==> src/rtl/ctrl_pkg.sv <==
// Shared types for the control-signal pipeline: per-stage control bundles
// and their bubble (all-zero) values.
package ctrl_pkg;

    typedef struct packed {
        logic       valid;
        logic [3:0] cond;
        logic [1:0] flagw;
        logic       pcs;
        logic       regw;
        logic       memw;
        logic       branch;
        logic       memtoreg;
        logic       alusrc;
        logic       bedmem;
        logic       bl;
        logic [3:0] alucontrol;
        logic [3:0] wa3;
    } ctrl_e_t;

    typedef struct packed {
        logic       valid;
        logic       regwrite;
        logic       memwrite;
        logic       memtoreg;
        logic       bedmem;
        logic       bl;
        logic       pcsrc;
        logic [3:0] wa3;
    } ctrl_m_t;

    typedef struct packed {
        logic       valid;
        logic       regwrite;
        logic       memtoreg;
        logic       bl;
        logic       pcsrc;
        logic [3:0] wa3;
    } ctrl_w_t;

    localparam ctrl_e_t CTRL_E_BUBBLE = '0;
    localparam ctrl_m_t CTRL_M_BUBBLE = '0;
    localparam ctrl_w_t CTRL_W_BUBBLE = '0;

endpackage

==> src/rtl/ctrl_pipe_reg.sv <==
// Generic pipeline register: async reset and synchronous clear both load
// RST_VAL; clear takes priority over enable.
module pipe_reg #(
    parameter int unsigned    W       = 8,
    parameter logic [W-1:0]   RST_VAL = '0
) (
    input  logic         clk,
    input  logic         rst,
    input  logic         en,
    input  logic         clr,
    input  logic [W-1:0] d,
    output logic [W-1:0] q
);

    always_ff @(posedge clk or posedge rst) begin
        if (rst) begin
            q <= RST_VAL;
        end else if (clr) begin
            q <= RST_VAL;
        end else if (en) begin
            q <= d;
        end
    end

endmodule

==> src/rtl/ctrl_pipe.sv <==
// Control-signal pipeline Decode->Execute->Memory->Writeback with hazard
// bubble insertion and a retired-instruction counter.
module ctrl_pipe
    import ctrl_pkg::*;
#(
    parameter int unsigned CNT_W = 32
) (
    input  logic             clk,
    input  logic             reset,
    input  logic             StallE,
    input  logic             FlushE,
    input  logic             ValidD,
    input  logic [3:0]       CondD,
    input  logic [1:0]       FlagWD,
    input  logic             PCSD,
    input  logic             RegWD,
    input  logic             MemWD,
    input  logic             BranchD,
    input  logic             MemtoRegD,
    input  logic             ALUSrcD,
    input  logic             BEDmemD,
    input  logic             BLD,
    input  logic [3:0]       ALUControlD,
    input  logic [3:0]       WA3D,
    input  logic             PCSrcE,
    input  logic             RegWriteE,
    input  logic             MemWriteE,
    output logic [3:0]       CondE,
    output logic [1:0]       FlagWE,
    output logic [3:0]       ALUControlE,
    output logic             PCSE,
    output logic             RegWE,
    output logic             MemWE,
    output logic             BranchE,
    output logic             MemtoRegE,
    output logic             ALUSrcE,
    output logic             BEDmemE,
    output logic             BLE,
    output logic             ValidE,
    output logic [3:0]       WA3E,
    output logic             RegWriteM,
    output logic             MemWriteM,
    output logic             MemtoRegM,
    output logic             BEDmemM,
    output logic             BLM,
    output logic             PCSrcM,
    output logic             ValidM,
    output logic [3:0]       WA3M,
    output logic             RegWriteW,
    output logic             MemtoRegW,
    output logic             BLW,
    output logic             PCSrcW,
    output logic             ValidW,
    output logic [3:0]       WA3W,
    output logic [CNT_W-1:0] RetireCount
);

    ctrl_e_t e_d, e_q;
    ctrl_m_t m_d, m_q;
    ctrl_w_t w_d, w_q;
    logic    e_hold;
    logic [CNT_W-1:0] cnt;

    // E held without a flush means nothing leaves E this cycle
    assign e_hold = StallE & ~FlushE;

    always_comb begin
        e_d            = CTRL_E_BUBBLE;
        e_d.valid      = ValidD;
        e_d.cond       = CondD;
        e_d.flagw      = FlagWD;
        e_d.pcs        = PCSD;
        e_d.regw       = RegWD;
        e_d.memw       = MemWD;
        e_d.branch     = BranchD;
        e_d.memtoreg   = MemtoRegD;
        e_d.alusrc     = ALUSrcD;
        e_d.bedmem     = BEDmemD;
        e_d.bl         = BLD;
        e_d.alucontrol = ALUControlD;
        e_d.wa3        = WA3D;

        // Gate CLU enables with valid so a non-instruction can never write or redirect
        m_d            = CTRL_M_BUBBLE;
        m_d.valid      = e_q.valid;
        m_d.regwrite   = RegWriteE & e_q.valid;
        m_d.memwrite   = MemWriteE & e_q.valid;
        m_d.memtoreg   = e_q.memtoreg;
        m_d.bedmem     = e_q.bedmem;
        m_d.bl         = e_q.bl;
        m_d.pcsrc      = PCSrcE & e_q.valid;
        m_d.wa3        = e_q.wa3;

        w_d            = CTRL_W_BUBBLE;
        w_d.valid      = m_q.valid;
        w_d.regwrite   = m_q.regwrite;
        w_d.memtoreg   = m_q.memtoreg;
        w_d.bl         = m_q.bl;
        w_d.pcsrc      = m_q.pcsrc;
        w_d.wa3        = m_q.wa3;
    end

    pipe_reg #(.W($bits(ctrl_e_t)), .RST_VAL(CTRL_E_BUBBLE)) u_reg_e (
        .clk(clk), .rst(reset), .en(~StallE), .clr(FlushE), .d(e_d), .q(e_q)
    );

    pipe_reg #(.W($bits(ctrl_m_t)), .RST_VAL(CTRL_M_BUBBLE)) u_reg_m (
        .clk(clk), .rst(reset), .en(1'b1), .clr(e_hold), .d(m_d), .q(m_q)
    );

    pipe_reg #(.W($bits(ctrl_w_t)), .RST_VAL(CTRL_W_BUBBLE)) u_reg_w (
        .clk(clk), .rst(reset), .en(1'b1), .clr(1'b0), .d(w_d), .q(w_q)
    );

    always_ff @(posedge clk or posedge reset) begin
        if (reset) begin
            cnt <= '0;
        end else if (w_q.valid) begin
            cnt <= cnt + CNT_W'(1);
        end
    end

    assign CondE       = e_q.cond;
    assign FlagWE      = e_q.flagw;
    assign ALUControlE = e_q.alucontrol;
    assign PCSE        = e_q.pcs;
    assign RegWE       = e_q.regw;
    assign MemWE       = e_q.memw;
    assign BranchE     = e_q.branch;
    assign MemtoRegE   = e_q.memtoreg;
    assign ALUSrcE     = e_q.alusrc;
    assign BEDmemE     = e_q.bedmem;
    assign BLE         = e_q.bl;
    assign ValidE      = e_q.valid;
    assign WA3E        = e_q.wa3;

    assign RegWriteM   = m_q.regwrite;
    assign MemWriteM   = m_q.memwrite;
    assign MemtoRegM   = m_q.memtoreg;
    assign BEDmemM     = m_q.bedmem;
    assign BLM         = m_q.bl;
    assign PCSrcM      = m_q.pcsrc;
    assign ValidM      = m_q.valid;
    assign WA3M        = m_q.wa3;

    assign RegWriteW   = w_q.regwrite;
    assign MemtoRegW   = w_q.memtoreg;
    assign BLW         = w_q.bl;
    assign PCSrcW      = w_q.pcsrc;
    assign ValidW      = w_q.valid;
    assign WA3W        = w_q.wa3;

    assign RetireCount = cnt;

endmodule

==> config.mk <==
export PLATFORM = sky130hd
export DESIGN_NAME = ctrl_pipe
export DESIGN_NICKNAME = d
export VERILOG_FILES = /design/src/rtl/ctrl_pkg.sv /design/src/rtl/ctrl_pipe_reg.sv /design/src/rtl/ctrl_pipe.sv
export SDC_FILE = /design/constraint.sdc
export NUM_CORES = 1
export LEC_CHECK = 0
export CELL_PAD_IN_SITES_DETAIL_PLACEMENT = 0
export CELL_PAD_IN_SITES_GLOBAL_PLACEMENT = 1
export CORE_MARGIN = 2
export CORE_UTILIZATION = 37
export CTS_CLUSTER_DIAMETER = 100
export DETAILED_ROUTE_END_ITERATION = 12
export PLACE_DENSITY = 0.88
export REMOVE_ABC_BUFFERS = 1
export SKIP_LAST_GASP = 1
export SYNTH_ARGS = -nofsm -noshare
export SYNTH_HDL_FRONTEND = slang
export SYNTH_SLANG_ARGS = --single-unit
export TNS_END_PERCENT = 1
==> constraint.sdc <==
create_clock -name clk -period 6.73 [get_ports clk]
set_input_delay 1.6825 -clock clk [delete_from_list [all_inputs] [get_ports clk]]
set_output_delay 1.6825 -clock clk [all_outputs]
set_load 0.01 [all_outputs]
Yosys cells after proc, flatten, opt, wreduce, memory -nomap -nowiden --
Cells that the tools add are included.
Cells by class: bitwise operators 5, mux-type cells 3, add/subtract/negate cells 1, equality and inequality tests 1
Operators by type and width (count):
- $mux 23 | 2
- $add 32x1->32 const B | 1
- $mux 11 | 1
- $and 1x1->1 | 4
- $ne 2x1->1 const B | 1
- $not 1->1 | 1
Word-level totals: input port bits 30, bits in registers 75, output and inout port bits 75, word-level logic and storage cells 14

Longest topological paths before layout --
Gate-level depths: netlist of the first run.
depth in word-level cells 3, depth in mapped cells 5, depth with buffers taken out 5

Cells and area by module --
From an unflattened synthesis of the first run, not the netlist that was laid out.
Unflattened totals: cell total of the unflattened synthesis 273, area, all modules 3268.1 um^2
By module, submodules not included:
- ctrl_pipe | times used 1, seq. area each 800.8 um^2, area an instance 1500.2 um^2, cells an instance 132
- pipe_reg at u_reg_e | times used 1, seq. area each 575.6 um^2, area an instance 954.7 um^2, cells an instance 75
- pipe_reg at u_reg_m | times used 1, seq. area each 275.3 um^2, area an instance 445.4 um^2, cells an instance 36
- pipe_reg at u_reg_w | times used 1, seq. area each 225.2 um^2, area an instance 367.9 um^2, cells an instance 30

Least setup slack after synthesis of the first run --
No wires, ideal clock.
path kind input to register, start point input port StallE, end point register u_reg_e.q[0], stages 4, setup time 0.132 ns, buffers on the path 2, setup slack 4.151 ns, data required time 6.598 ns, data arrival time 2.447 ns, path through clkbuf_1 buf_2 mux2i_1 nor2_1
On the way: longest elaborated chain between the ends 1
RTL lines:
- start, declared | line ctrl_pipe.sv:10 | input logic StallE,
- $ne 2x1->1 (no source line)
- end signal, assigned | line ctrl_pipe_reg.sv:17 | q <= RST_VAL;
- end signal, assigned | line ctrl_pipe_reg.sv:19 | q <= RST_VAL;
- end signal, assigned | line ctrl_pipe_reg.sv:21 | q <= d;
- end, declared | line ctrl_pipe_reg.sv:12 | output logic [W-1:0] q
No other way between the ends. A chain may end at the register's enable or synchronous reset.

Worst setup path after layout of the first run --
start point register cnt[8], in the netlist RetireCount[8], end point output port RetireCount[8]
RTL lines:
- start, declared | line ctrl_pipe.sv:62 | logic [CNT_W-1:0] cnt;
- start signal, assigned | line ctrl_pipe.sv:119 | cnt <= cnt + CNT_W'(1);
- end, declared | line ctrl_pipe.sv:55 | output logic [CNT_W-1:0] RetireCount
No word-level cell between the ends.

==> results of run 1 <==
## synth_stat cells, drive strengths merged
cell type | n | area, sq um
and3 | 13 | 82.6
mux2i | 23 | 230
mux2 | 1 | 11.3
ha | 1 | 12.5
nand2b | 1 | 6.26
nand2 | 10 | 40.0
nand4 | 7 | 77.6
nand3 | 11 | 60.1
dfrtp | 75 | 1880
clkbuf | 4 | 15.0
nor3 | 1 | 16.3
nor3b | 1 | 18.8
nor2 | 27 | 104
and4 | 3 | 28.8
buf | 2 | 10.0
or3 | 1 | 11.3
xnor2 | 22 | 193
xor2 | 9 | 78.8
inv | 1 | 3.75
and2 | 11 | 72.6
## metrics by stage
stage / setup slack (ns) / utilization, %
2_1_floorplan: 3.14 / -
3_5_place_dp: 3.28 / 53.2
4_1_cts: 3.63 / 55.7
6_report: 3.65 / 55.7
5_1_grt: 3.54 / 55.7
3_3_place_gp: 3.34 / 53.2
## power by group
part	internal, mW	switching (mW)	leakage [nW]
sequential	0.476	0.0232	1.02
combinational	0.0812	0.0629	0.928
clock	0.172	0.170	0.0966
## flip-flops by register name, indices dropped and copies added, names as in the netlist
name / cells
u_reg_m.q: 11
u_reg_e.q: 23
RetireCount: 32
u_reg_w.q: 9
## cells by family after synthesis
family	Yosys count
XOR/XNOR	31
adder cells (fa/ha/maj)	1
buffers and inverters	7
flip-flops	75
multiplexers	24
AND/OR/NAND/NOR	86
## area by class of cell
type	instances	area [sq um]	area share (%)
Clock buffer	10	128	2.97
Timing Repair Buffer	106	1060	24.6
Multi-Input combinational cell	142	1040	24.3
Clock inverter	6	65.1	1.51
Sequential cell	75	1880	43.6
Tap cell	102	128	2.97
Inverter	1	3.75	0.0873
## worst max path at each step
stage	startpoint	to	slack [ns]	cells after the start
global route	FlushE	u_reg_m.q[8]	3.54	3
finish	RetireCount[8]	RetireCount[8]	3.65	1
CTS	u_reg_w.q[8]	ValidW	3.63	1
global placement	FlushE	u_reg_m.q[8]	3.34	3
detailed placement	FlushE	u_reg_m.q[8]	3.28	3
floorplan	reset	RetireCount[0]	3.14	1
## metal layers
layer / up-vias / GRT usage (%) / share of wire [%]
met5: - / 0 / 0
met4: 0 / 7.11 / 1.7
met3: 9 / 7.41 / 11
met2: 81 / 24.5 / 47
met1: 1019 / 19.1 / 41
li1: 969 / - / -
==> results by group, run 1 <==
CTS
  – Clk slew on worst S/H paths: approximately 0.080 ns
  – CTS tree: yes
  – PostCTS Resize Cnt: 0
  – CTS H-tree lvls: 3
  – Hold-fix buffers at CTS: 0
  – CTS sink count: 75
  – # Post-CTS Setup Buffers: 0
  – Root buffer cell: clkbuf_8
  – Longest Clk Path Bufs: 2
  – Num CTS Buffers: 9
  – Skew-Pair Late Insertion Delay: approximately 0.34 ns

Drt
  – Initial DRT Pass Iterations: 4
  – Avg Vias per Cell: 4.70
  – DRC viols: 0
  – Iteration-0 DRC Markers: between 60 and 70
  – Final ANT Viol Nets: 0
  – Routed WL: 6410 um
  – WL/cell: approximately 15 um
  – Via count of the routed design: roughly 2100

Worst setup path
  – CP Capture Type: output pin
  – CP Launch Type: flop
  – CP max stage delay: around 0.58 ns
  – Arr. time, crit path: ~1.4 ns
  – Crit-path cells: clkdlybuf4s50_1
  – CP top delay family: buffers and inverters
  – Buf+Inv Stages, Crit Path: 1
  – Critical Path RT: roughly 5 ns
  – RR Startpoint: RetireCount[17]
  – Critical path class: flop to output pin
  – Flop2flop setup slack: roughly 5 ns
  – Worst path slowest cell: clkdlybuf4s50_1
  – Reg2reg end: RetireCount[27]
  – Reg2Reg Depth: 5
  – Critical path fanouts, max: 6

Worst hold path
  – Hold path endpoint: u_reg_w.q[0]
  – Hold Path Class: flop to flop
  – Cells on Worst Hold Path: 0
  – Hold wc startpoint: u_reg_m.q[0]

Final layout
  – Final net count: 366
  – Antenna diodes: 0
  – Finished Layout Cells: around 440
  – P&R area growth vs syn: 45.8%
  – Fillers: 677
  – Most common cell after layout, fill and taps aside: clkdlybuf4s50_1
  – Design area: about 4300 sq um
  – Share of layout cells above drive strength 1: under 10%
  – Most frequent cells in the layout: clkdlybuf4s50_1, dfrtp_1, nor2_1

Global route
  – Largest net degree at the start of global routing: 76
  – Vias in the first global route: roughly 2200
  – Gr usage total: approximately 16%
  – Initial antenna violation count: 0
  – Total congestion overflow: 0
  – First-pass GRT wire length: about 11000 um

Die
  – Starting Density: a little under two fifths
  – Core area: 7730 sq um
  – Row cnt: 32
  – Die Span X: between 90 and 100 um
  – Io pins: roughly 110
  – Die Ht: 93.3 um
  – Die ar.: 8700 sq um

Synth
  – Sequential-to-total area share from yosys stat: 63.6%
  – Synth warnings: 0
  – Xor/xnor cell area share of the yosys netlist: a little under a tenth
  – Mapped Area: 2950 sq um
  – Largest family of logic cells by synthesized area: simple AND/OR/NAND/NOR gates
  – Syn Area/Cell: 13.2 sq um
  – Post-Synth Simple-Gate Area: 17.6%
  – Mux cell area share after synthesis: between 8 and 9%
  – Unique masters post-synth: 29
  – Adder-cell share of the synthesized area: 0.424%
  – Seq cells post-synth: 75
  – Cells after Synth: approximately 220
  – Synth Area in Compound Gates: 0%

Power
  – PD cells: approximately 230 nW/um^2
  – Design Power: approximately 990 uW
  – Pleak: 2.04 nW
  – Maximum VDD drop: 0.000111 V

Placed design
  – Hpwl dp: about 4600 um
  – Inst Count DP: around 430
  – Placed Area: just over 4000 sq um
  – Number of port buffers: roughly 100
  – Routability cong.: between 0.7 and 0.8

STA
  – Slew @ Worst Pin: roughly 0.9 ns
  – Worst Skew: 0.00542 ns
  – Unrepaired setup endpoints after global routing: no
  – Final Hold Vio Count: 0
  – WHS: 0.378 ns
  – Slew headroom: a little under two fifths
  – Slew Limit Fails: 0
  – Final worst-path cycle share: a little under half
  – Tmin final: between 3 and 4 ns
  – Final-report setup violation count: 0
  – Fmax: approximately 320 MHz
  – Final sum of negative setup slack: 0 ns

Flow run
  – Max cap viols: 0

Run status
  – Status: complete, no violations
No activity file was read; power rests on OpenSTA's default activity.
==> run 2: changes to the inputs <==
- CORE_UTILIZATION: 37 -> 35
- PLACE_DENSITY: 0.88 -> 0.84
- clock period: 6.73 -> 3.1 ns (I/O delays scaled with it)
==> run 2 against run 1 <==
Total power grew 120%. Utilization shrank 2.4 points. Worst hold slack lost 0.0031 ns. Count of clock-buffer cells in the layout is the same. Critical endpoint unchanged.
==> results by group, run 2 (synthesis gave the netlist of run 1 again) <==
Run status
  – Status: complete, no violations

Drt
  – Initial DRT Pass Iterations: 4
  – Routed WL: roughly 6400 um
  – Avg Vias per Cell: about 4.6
  – WL/cell: 14.3 um
  – Final ANT Viol Nets: 0
  – DRC viols: 0
  – Via count of the routed design: between 2000 and 2500
  – Iteration-0 DRC Markers: 19

Die
  – Core area: approximately 8200 sq um
  – Die ar.: ~9200 sq um
  – Io pins: around 110
  – Die Ht: 95.8 um
  – Die Span X: 95.8 um
  – Starting Density: between 30% and 40%
  – Row cnt: 33

Final layout
  – Storage cell area: between 1500 and 2000 sq um
  – Antenna diodes: 0
  – Largest register FFs: 32
  – Final net count: between 300 and 400
  – Finished Layout Cells: between 400 and 500
  – Share of layout cells above drive strength 1: between 10% and 20%
  – P&R area growth vs syn: 47.7%
  – Multi-input logic area: approximately 1000 sq um
  – Fillers: around 700
  – Most common cell after layout, fill and taps aside: clkdlybuf4s50_1
  – Most frequent cells in the layout: clkdlybuf4s50_1, dfrtp_1, nor2_1

Worst hold path
  – Hold path endpoint: u_reg_w.q[8]
  – Cells on Worst Hold Path: 0
  – Hold Path Class: flop to flop
  – Hold wc startpoint: u_reg_m.q[10]

Global route
  – First-pass GRT wire length: about 11000 um
  – Total congestion overflow: 0
  – Initial antenna violation count: 0
  – Vias in the first global route: 2199
  – Gr usage total: between 10% and 20%
  – Largest net degree at the start of global routing: 36

CTS
  – Skew-Pair Late Insertion Delay: approximately 0.34 ns
  – Num CTS Buffers: 9
  – PostCTS Resize Cnt: 0
  – CTS sink count: 75
  – Root buffer cell: clkbuf_8
  – Longest Clk Path Bufs: 2
  – CTS tree: yes
  – Hold-fix buffers at CTS: 0
  – Clk slew on worst S/H paths: 0.08 ns
  – CTS H-tree lvls: 3
  – # Post-CTS Setup Buffers: 0

STA
  – Unrepaired setup endpoints after global routing: no
  – Worst Skew: around 0.0097 ns
  – Final Hold Vio Count: 0
  – Slew Limit Fails: 0
  – Tmin final: approximately 2.2 ns
  – Slew @ Worst Pin: roughly 0.53 ns
  – Fmax: about 460 MHz
  – Final sum of negative setup slack: 0 ns
  – Final-report setup violation count: 0
  – Final worst-path cycle share: around 70%
  – Slew headroom: between 60 and 70%

Worst setup path
  – Reg2Reg Depth: 5
  – Reg2reg end: RetireCount[29]
  – Critical path fanouts, max: 6
  – Worst path slowest cell: clkdlybuf4s50_1
  – Critical Path RT: ~2.3 ns
  – Buf+Inv Stages, Crit Path: 1
  – CP Launch Type: flop
  – Arr. time, crit path: approximately 1.4 ns
  – CP Capture Type: output pin
  – RR Startpoint: RetireCount[17]
  – Flop2flop setup slack: approximately 1.5 ns
  – CP max stage delay: 0.58 ns
  – Crit-path cells: clkdlybuf4s50_1
  – CP top delay family: buffers and inverters
  – Critical path class: flop to output pin

Power
  – PD cells: between 500 and 600 nW/um^2
  – Pleak: a little over 2 nW
  – Maximum VDD drop: around 0.00035 V
  – Design Power: around 2.2 mW

Flow run
  – Max cap viols: 0

Placed design
  – Routability cong.: 0.738
  – Inst Count DP: 432
  – Hpwl dp: 4740 um
  – Number of port buffers: about 100
-- run 2: cell types whose count changed in the layout (fill, tap and decap cells not counted) --
cell	delta
clkinvlp_4	+1
buf_4	+2
clkbuf_1	-1
clkbuf_8	+1
inv_6	+1
buf_12	+1
clkinv_2	-2
-- run 2: worst max path at each step --
stage	startpoint	end	slack (ns)	depth (start not counted)
3_5_place_dp	StallE	u_reg_e.q[20]	0.86	4
6_report	RetireCount[8]	RetireCount[8]	0.93	1
2_1_floorplan	reset	RetireCount[0]	0.42	1
4_1_cts	RetireCount[8]	RetireCount[8]	0.91	1
3_3_place_gp	StallE	u_reg_e.q[1]	0.87	4
5_1_grt	RetireCount[8]	RetireCount[8]	0.86	1
-- run 2: final cells by class --
cell class	instances	share of cell area, %
flip-flops and latches	75	43.1
repair buffers	109	25.1
multi-input cells	142	24.0
clock buffers	10	3.16
well taps	105	3.02
clock inverters	6	1.64
inverters	1	0.0862
-- run 2: stage by stage --
step | setup slack (ns) | utilization, % | hold WS (ns) | cell area [sq um]
global route | 0.863 | 53.3 | 0.381 | 4360
global placement | 0.874 | 50.7 | 0.361 | 4150
finish | 0.927 | 53.3 | 0.375 | 4360
detailed placement | 0.861 | 50.7 | 0.361 | 4150
CTS | 0.907 | 53.3 | 0.377 | 4360
floorplan | 0.415 | - | 0.416 | 2920
-- run 2: report_power, final --
group          switching [mW]  internal (mW)
clock network           0.381          0.401
registers              0.0501           1.03
logic                   0.135          0.180
total                   0.566           1.62
-- run 2: routing by layer --
metal,part of all wire [%],track usage [%],vias to the layer above
met5,0,0,-
met1,41,19.0,1003
met4,1.3,5.71,0
met2,46,23.4,85
met3,12,8.54,9
li1,-,-,980
